`src/rtl/bar_timer_pkg.sv`:
```
// Shared widths, time defaults, FSM encoding and time-arithmetic helpers
// for the bar timer controller.
package bar_timer_pkg;

    localparam int unsigned TIME_W       = 4;
    localparam int unsigned CNT_W        = 4;
    localparam int unsigned DEF_MIN_TIME = 1;
    localparam int unsigned DEF_MAX_TIME = 10;

    localparam logic [1:0] ST_IDLE    = 2'd0;
    localparam logic [1:0] ST_LOAD    = 2'd1;
    localparam logic [1:0] ST_RUN     = 2'd2;
    localparam logic [1:0] ST_EXPIRED = 2'd3;

    // Saturating clamp of a switch value into the legal round-time window.
    function automatic logic [TIME_W-1:0] clamp_time(input logic [TIME_W-1:0] v,
                                                     input logic [TIME_W-1:0] lo,
                                                     input logic [TIME_W-1:0] hi);
        if (v < lo) return lo;
        if (v > hi) return hi;
        return v;
    endfunction

    // One-step shorter round time that never drops below the floor.
    function automatic logic [TIME_W-1:0] dec_time(input logic [TIME_W-1:0] t,
                                                   input logic [TIME_W-1:0] lo);
        return (t > lo) ? t - TIME_W'(1) : lo;
    endfunction

endpackage

```
`src/rtl/bar_timer_controller_if.sv`:
```
// Switch/button/timer signals between the game logic and the bar timer controller.
interface bar_timer_controller_if;
    import bar_timer_pkg::*;

    logic [TIME_W-1:0] levelSw;
    logic              start;
    logic              hit;
    logic              timeout;
    logic [TIME_W-1:0] startTime;
    logic              enable;
    logic              roundDone;
    logic              gameOver;
    logic [CNT_W-1:0]  roundCount;
    logic              busy;

    modport master (
        output levelSw, start, hit, timeout,
        input  startTime, enable, roundDone, gameOver, roundCount, busy
    );

    modport slave (
        input  levelSw, start, hit, timeout,
        output startTime, enable, roundDone, gameOver, roundCount, busy
    );

endinterface

```
`src/rtl/bar_start_edge.sv`:
```
// Registered rising-edge detector for the start button level.
module bar_start_edge (
    input  logic clk,
    input  logic rst,
    input  logic start,
    output logic rise
);

    logic hist;

    // History resets high so a button already held at reset never counts as an edge.
    always_ff @(posedge clk) begin
        if (rst) begin
            hist <= 1'b1;
            rise <= 1'b0;
        end else begin
            hist <= start;
            rise <= start & ~hist;
        end
    end

endmodule

```
`src/rtl/bar_timer_controller.sv`:
```
// Round sequencer for the LED bar timer: loads the round time, runs the timer,
// shortens the time after every expiry and aborts on a hit.
module bar_timer_controller
    import bar_timer_pkg::*;
#(
    parameter int unsigned MIN_TIME   = DEF_MIN_TIME,
    parameter int unsigned MAX_TIME   = DEF_MAX_TIME,
    parameter int unsigned MAX_ROUNDS = 15
) (
    input  logic                   clk,
    input  logic                   rst,
    bar_timer_controller_if.slave  bus
);

    localparam logic [TIME_W-1:0] MIN_T = TIME_W'(MIN_TIME);
    localparam logic [TIME_W-1:0] MAX_T = TIME_W'(MAX_TIME);
    localparam logic [CNT_W-1:0]  MAX_R = CNT_W'(MAX_ROUNDS);

    logic [1:0]        state;
    logic [1:0]        state_nx;
    logic              start_rise;
    logic              launch_c;
    logic              abort_c;
    logic              expire_c;

    logic [TIME_W-1:0] start_time;
    logic [CNT_W-1:0]  round_count;
    logic              enable_q;
    logic              round_done;
    logic              game_over;
    logic              busy_q;

    bar_start_edge u_start_edge (
        .clk   (clk),
        .rst   (rst),
        .start (bus.start),
        .rise  (start_rise)
    );

    always_ff @(posedge clk) begin
        if (rst) state <= ST_IDLE;
        else     state <= state_nx;
    end

    // Next state; hit outranks timeout in RUN.
    always_comb begin
        state_nx = state;
        launch_c = 1'b0;
        abort_c  = 1'b0;
        expire_c = 1'b0;
        case (state)
            ST_IDLE: begin
                if (start_rise) begin
                    launch_c = 1'b1;
                    state_nx = ST_LOAD;
                end
            end
            ST_LOAD: begin
                if (bus.hit) begin
                    abort_c  = 1'b1;
                    state_nx = ST_IDLE;
                end else begin
                    state_nx = ST_RUN;
                end
            end
            ST_RUN: begin
                if (bus.hit) begin
                    abort_c  = 1'b1;
                    state_nx = ST_IDLE;
                end else if (bus.timeout) begin
                    expire_c = 1'b1;
                    state_nx = ST_EXPIRED;
                end
            end
            ST_EXPIRED: state_nx = ST_LOAD;
            default:    state_nx = ST_IDLE;
        endcase
    end

    // Outputs are registered from the next state so they line up with it.
    always_ff @(posedge clk) begin
        if (rst) begin
            start_time  <= MIN_T;
            round_count <= '0;
            enable_q    <= 1'b0;
            round_done  <= 1'b0;
            game_over   <= 1'b0;
            busy_q      <= 1'b0;
        end else begin
            enable_q   <= (state_nx == ST_RUN);
            busy_q     <= (state_nx != ST_IDLE);
            round_done <= expire_c;
            game_over  <= abort_c;
            if (launch_c) begin
                start_time  <= clamp_time(bus.levelSw, MIN_T, MAX_T);
                round_count <= '0;
            end else begin
                if (state == ST_EXPIRED)
                    start_time <= dec_time(start_time, MIN_T);
                if (expire_c && (round_count != MAX_R))
                    round_count <= round_count + CNT_W'(1);
            end
        end
    end

    assign bus.startTime  = start_time;
    assign bus.enable     = enable_q;
    assign bus.roundDone  = round_done;
    assign bus.gameOver   = game_over;
    assign bus.roundCount = round_count;
    assign bus.busy       = busy_q;

endmodule
```
`src/flat_wrapper.sv`:
```
// flat-port wrapper written by rule: the top's interface ports become plain ports
module bar_timer_controller_flat import bar_timer_pkg::*;
#(
    parameter int unsigned MIN_TIME   = DEF_MIN_TIME,
    parameter int unsigned MAX_TIME   = DEF_MAX_TIME,
    parameter int unsigned MAX_ROUNDS = 15
)
  (clk, rst, bus_levelSw, bus_start, bus_hit, bus_timeout, bus_startTime, bus_enable, bus_roundDone, bus_gameOver, bus_roundCount, bus_busy);
  bar_timer_controller_if bus_i ();
  input  logic clk;
  input  logic rst;
  input wire logic [$bits(bus_i.levelSw)-1:0] bus_levelSw;
  input wire logic [$bits(bus_i.start)-1:0] bus_start;
  input wire logic [$bits(bus_i.hit)-1:0] bus_hit;
  input wire logic [$bits(bus_i.timeout)-1:0] bus_timeout;
  output wire logic [$bits(bus_i.startTime)-1:0] bus_startTime;
  output wire logic [$bits(bus_i.enable)-1:0] bus_enable;
  output wire logic [$bits(bus_i.roundDone)-1:0] bus_roundDone;
  output wire logic [$bits(bus_i.gameOver)-1:0] bus_gameOver;
  output wire logic [$bits(bus_i.roundCount)-1:0] bus_roundCount;
  output wire logic [$bits(bus_i.busy)-1:0] bus_busy;
  assign bus_i.levelSw = bus_levelSw;
  assign bus_i.start = bus_start;
  assign bus_i.hit = bus_hit;
  assign bus_i.timeout = bus_timeout;
  assign bus_startTime = bus_i.startTime;
  assign bus_enable = bus_i.enable;
  assign bus_roundDone = bus_i.roundDone;
  assign bus_gameOver = bus_i.gameOver;
  assign bus_roundCount = bus_i.roundCount;
  assign bus_busy = bus_i.busy;
  bar_timer_controller #(.MIN_TIME(MIN_TIME), .MAX_TIME(MAX_TIME), .MAX_ROUNDS(MAX_ROUNDS)) u_core (.clk(clk), .rst(rst), .bus(bus_i));
endmodule
```
`config.mk`:
```
export PLATFORM = sky130hd
export DESIGN_NAME = bar_timer_controller_flat
export DESIGN_NICKNAME = d
export VERILOG_FILES = /design/src/rtl/bar_timer_pkg.sv /design/src/rtl/bar_timer_controller_if.sv /design/src/rtl/bar_start_edge.sv /design/src/rtl/bar_timer_controller.sv /design/src/flat_wrapper.sv
export SDC_FILE = /design/constraint.sdc
export NUM_CORES = 1
export LEC_CHECK = 0
export CAP_MARGIN = 0
export CORE_MARGIN = 2
export CORE_UTILIZATION = 46
export DETAILED_ROUTE_END_ITERATION = 10
export PLACE_DENSITY = 0.76
export SKIP_CTS_REPAIR_TIMING = 1
export SLEW_MARGIN = 25
export SYNTH_ARGS = -nofsm -noshare
export SYNTH_HDL_FRONTEND = slang
export SYNTH_SLANG_ARGS = --single-unit
export TNS_END_PERCENT = 30
```
`constraint.sdc`:
```
create_clock -name clk -period 2 [get_ports clk]
set_input_delay 0.3 -clock clk [delete_from_list [all_inputs] [get_ports clk]]
set_output_delay 0.3 -clock clk [all_outputs]
set_load 0.02 [all_outputs]
```
==> flow_metrics.tcl <==
set metrics [dict create \
    status "complete, no violations" \
    cts_made_buffers 3 \
    setup_violations 0 \
    clock_sinks 16 \
    chipWidth_um 46.2 \
    finalHoldViolCount 0 \
    htreeDepth 1 \
    path_max_fanout 6 \
    critical_path_class "register to output pin" \
    gr-total-overflow 0 \
    grt_start_max_net_pins 13 \
    final_nets 129 \
    preCtsSetupSlack_ns 0.429 \
    ys_ff_latch 16 \
    syn2layout_area_growth_pct 31.5 \
    die_area_um2 2130 \
    dp_hpwl_mm 1.18 \
    finalCriticalPeriod_ns 1.70 \
    tightest_slew_ns 0.431 \
    cp.arrival_ns 1.40 \
    final.setup.tns_ns 0 \
    start_kind "register" \
    cp-end-kind "output pin" \
    p_leak_nw 0.402 \
    worstPathRequired_ns 1.70 \
    synthDistinctLibCells 31 \
    routed_wl_mm 1.55 \
    place.gp.congestion 0.781 \
    vias 695 \
    portBuffers 20 \
    top_usage_layer "met2" \
    drive_gt1_share_pct 8.11 \
    syn_area_um2 818 \
    clockBufferDepth 2 \
    drv_slew 0 \
    powerDensity_nw_per_um2 643 \
    start_util_pct 47.9 \
    nFillCells 143 \
    antenna_left 0 \
    grt_antenna_before_repair 0 \
    grt_pass1_wl_mm 2.57 \
    critPathSlowestCell "clkdlybuf4s50_1" \
    met1_usage_pct 21.0 \
    fmax_ghz 0.588 \
    via_per_inst 5.11 \
    worstSkewPairLatency_ns 0.28 \
    core_um2 1710 \
    clockRootBuffer "clkbuf_4" \
    rows 15 \
    rsz0062_at_grt "no" \
    synth_area_per_cell_um2 9.19 \
    seq_area_frac_synth_pct 39.1 \
    final.period_utilization_pct 85.0 \
    clk_pin_slew_ns 0.10 \
    finalClockSkew_ns 0.00190 \
    boundaryPins 21 \
    hold_path.class "register to register" \
    path_cells "clkdlybuf4s50_1" \
    wire_per_inst_um 11.4 \
    cts_tree "yes" \
    vdd.ir_drop.worst_uv 382 \
    track_usage_pct 17.4 \
    slew_headroom_pct 71.1 \
    drcViolationCount 0 \
    synth.top_cell.area_share_pct 39.1 \
    yosysWarnings 0 \
    grtUsageMet2_pct 28.3 \
    path_delay_family "buffers and inverters" \
    crit_buf_inv 1 \
    num_antenna_cells 0 \
    yosys-top-cells-area "dfxtp_1 39%, ha_1 12%, nor2_1 5.0%" \
    fin_ws_ns 0.301 \
    drt_iter0_drc 13 \
    chipHeight_um 46.2 \
    globalRouteMet3Util_pct 4.71 \
    synth_top_area_cell "dfxtp_1" \
    grt_pass1_vias 598 \
    cap_violations 0 \
    syn_nets 106 \
    drt-pass1-iter-count 4 \
    max_stage_delay_ns 0.65 \
    syn_inst 89 \
]
## worst paths after layout
path | start | endpoint | slack (ns) | cells past startpoint
worst max-delay path | u_core.bus.roundCount[2]$_SDFFE_PP0P_ | bus_roundCount[2] | 0.30 | 1
worst min-delay path | u_core.u_start_edge.hist$_SDFF_PP1_ | u_core.u_start_edge.rise$_SDFF_PP0_ | 0.40 | 1
worst max register to register | u_core.state[0]$_SDFF_PP0_ | u_core.bus.enable$_SDFF_PP0_ | 0.46 | 6
worst min register to register | u_core.u_start_edge.hist$_SDFF_PP1_ | u_core.u_start_edge.rise$_SDFF_PP0_ | 0.40 | 1
## flip-flops by register name, indices dropped and copies added, names as in the netlist
register                  count
u_core.bus.roundCount         4
u_core.bus.startTime          4
u_core.state                  2
u_core.bus.busy               1
u_core.bus.enable             1
u_core.bus.gameOver           1
u_core.bus.roundDone          1
u_core.u_start_edge.hist      1
u_core.u_start_edge.rise      1
## kinds of logic (layout without fill, tap and decap cells)
| logic type | after synthesis | in the layout | share of synthesized area, % |
|---|---|---|---|
| xor gates and xnor gates | 4 | 4 | 4.28 |
| AOI/OAI and AO/OA | 19 | 19 | 16.7 |
| adders and majority gates | 8 | 8 | 12.2 |
| DFF | 16 | 16 | 39.1 |
| and+or+nand+nor | 33 | 33 | 22.5 |
| buffers and inverters | 8 | 30 | 3.98 |
| muxes | 1 | 1 | 1.22 |
## through the flow
stage	utilization [%]	hold slack, ns	cell area (µm²)	power, mW	std cells
2_1_floorplan	-	0.372	818	0.431	89
3_3_place_gp	60.9	0.378	1040	0.481	132
3_5_place_dp	60.9	0.384	1040	0.484	132
4_1_cts	63.0	0.403	1080	0.704	136
5_1_grt	63.0	0.427	1080	0.733	136
6_report	63.0	0.402	1080	0.691	136
## layout make-up
type	instances	area [µm²]	area share, %
multi-input combinational	65	465	43.3
sequential	16	320	29.8
timing repair buffer	20	200	18.6
clock buffer	4	36.3	3.37
tap	25	31.3	2.91
inverter	6	22.5	2.09
## placed cells by master, fill, tap and decap left out, types with 2 or more instances in the layout
cell type / instances
nor3b_1: 2
a21oi_1: 3
inv_1: 6
a211oi_1: 2
nand2_1: 4
xnor2_1: 4
o21ai_0: 5
clkdlybuf4s50_1: 20
a31oi_1: 2
nand2b_1: 2
nor3_1: 4
clkbuf_4: 3
nor2_1: 11
ha_1: 8
dfxtp_1: 16
nand3b_1: 2
## cells in the mapped netlist, drive strengths merged
cell type and instances:
dfxtp 16, nor2 12, ha 8, inv 6, o21ai 6, nand2 4, nor3 4, xnor2 4
a21oi 3, a31oi 3, nand3b 3, a211oi 2, a311oi 2, buf 2, nand2b 2, nor3b 2
or2 2, a21boi 1, and2 1, mux2i 1, nand3 1, nand4b 1, o221a 1, o32ai 1
or3 1
## layer usage
layer | routed length, µm | share of wire, % | vias up
met4 | 29 | 1.9 | 0
met1 | 685 | 44 | 321
met2 | 753 | 49 | 16
met5 | 0 | 0 | -
met3 | 77 | 5.0 | 4
li1 | - | - | 354
## worst register-to-register path: cells and delay by family, from the launching register on
family	cells	cell delay (ns)
simple gates	3	0.42
flops	1	0.41
compound gates	1	0.29
fa+ha+maj	1	0.26
buf+inv	1	0.12
## power breakdown
| group | switching [mW] | internal [mW] | total [mW] | leakage (nW) |
|---|---|---|---|---|
| logic | 0.0674 | 0.0626 | 0.130 | 0.251 |
| clock network | 0.104 | 0.111 | 0.215 | 0.0210 |
| registers | 0.0120 | 0.335 | 0.347 | 0.130 |
| total | 0.183 | 0.508 | 0.691 | 0.402 |
(Power assumes the default switching activity.)
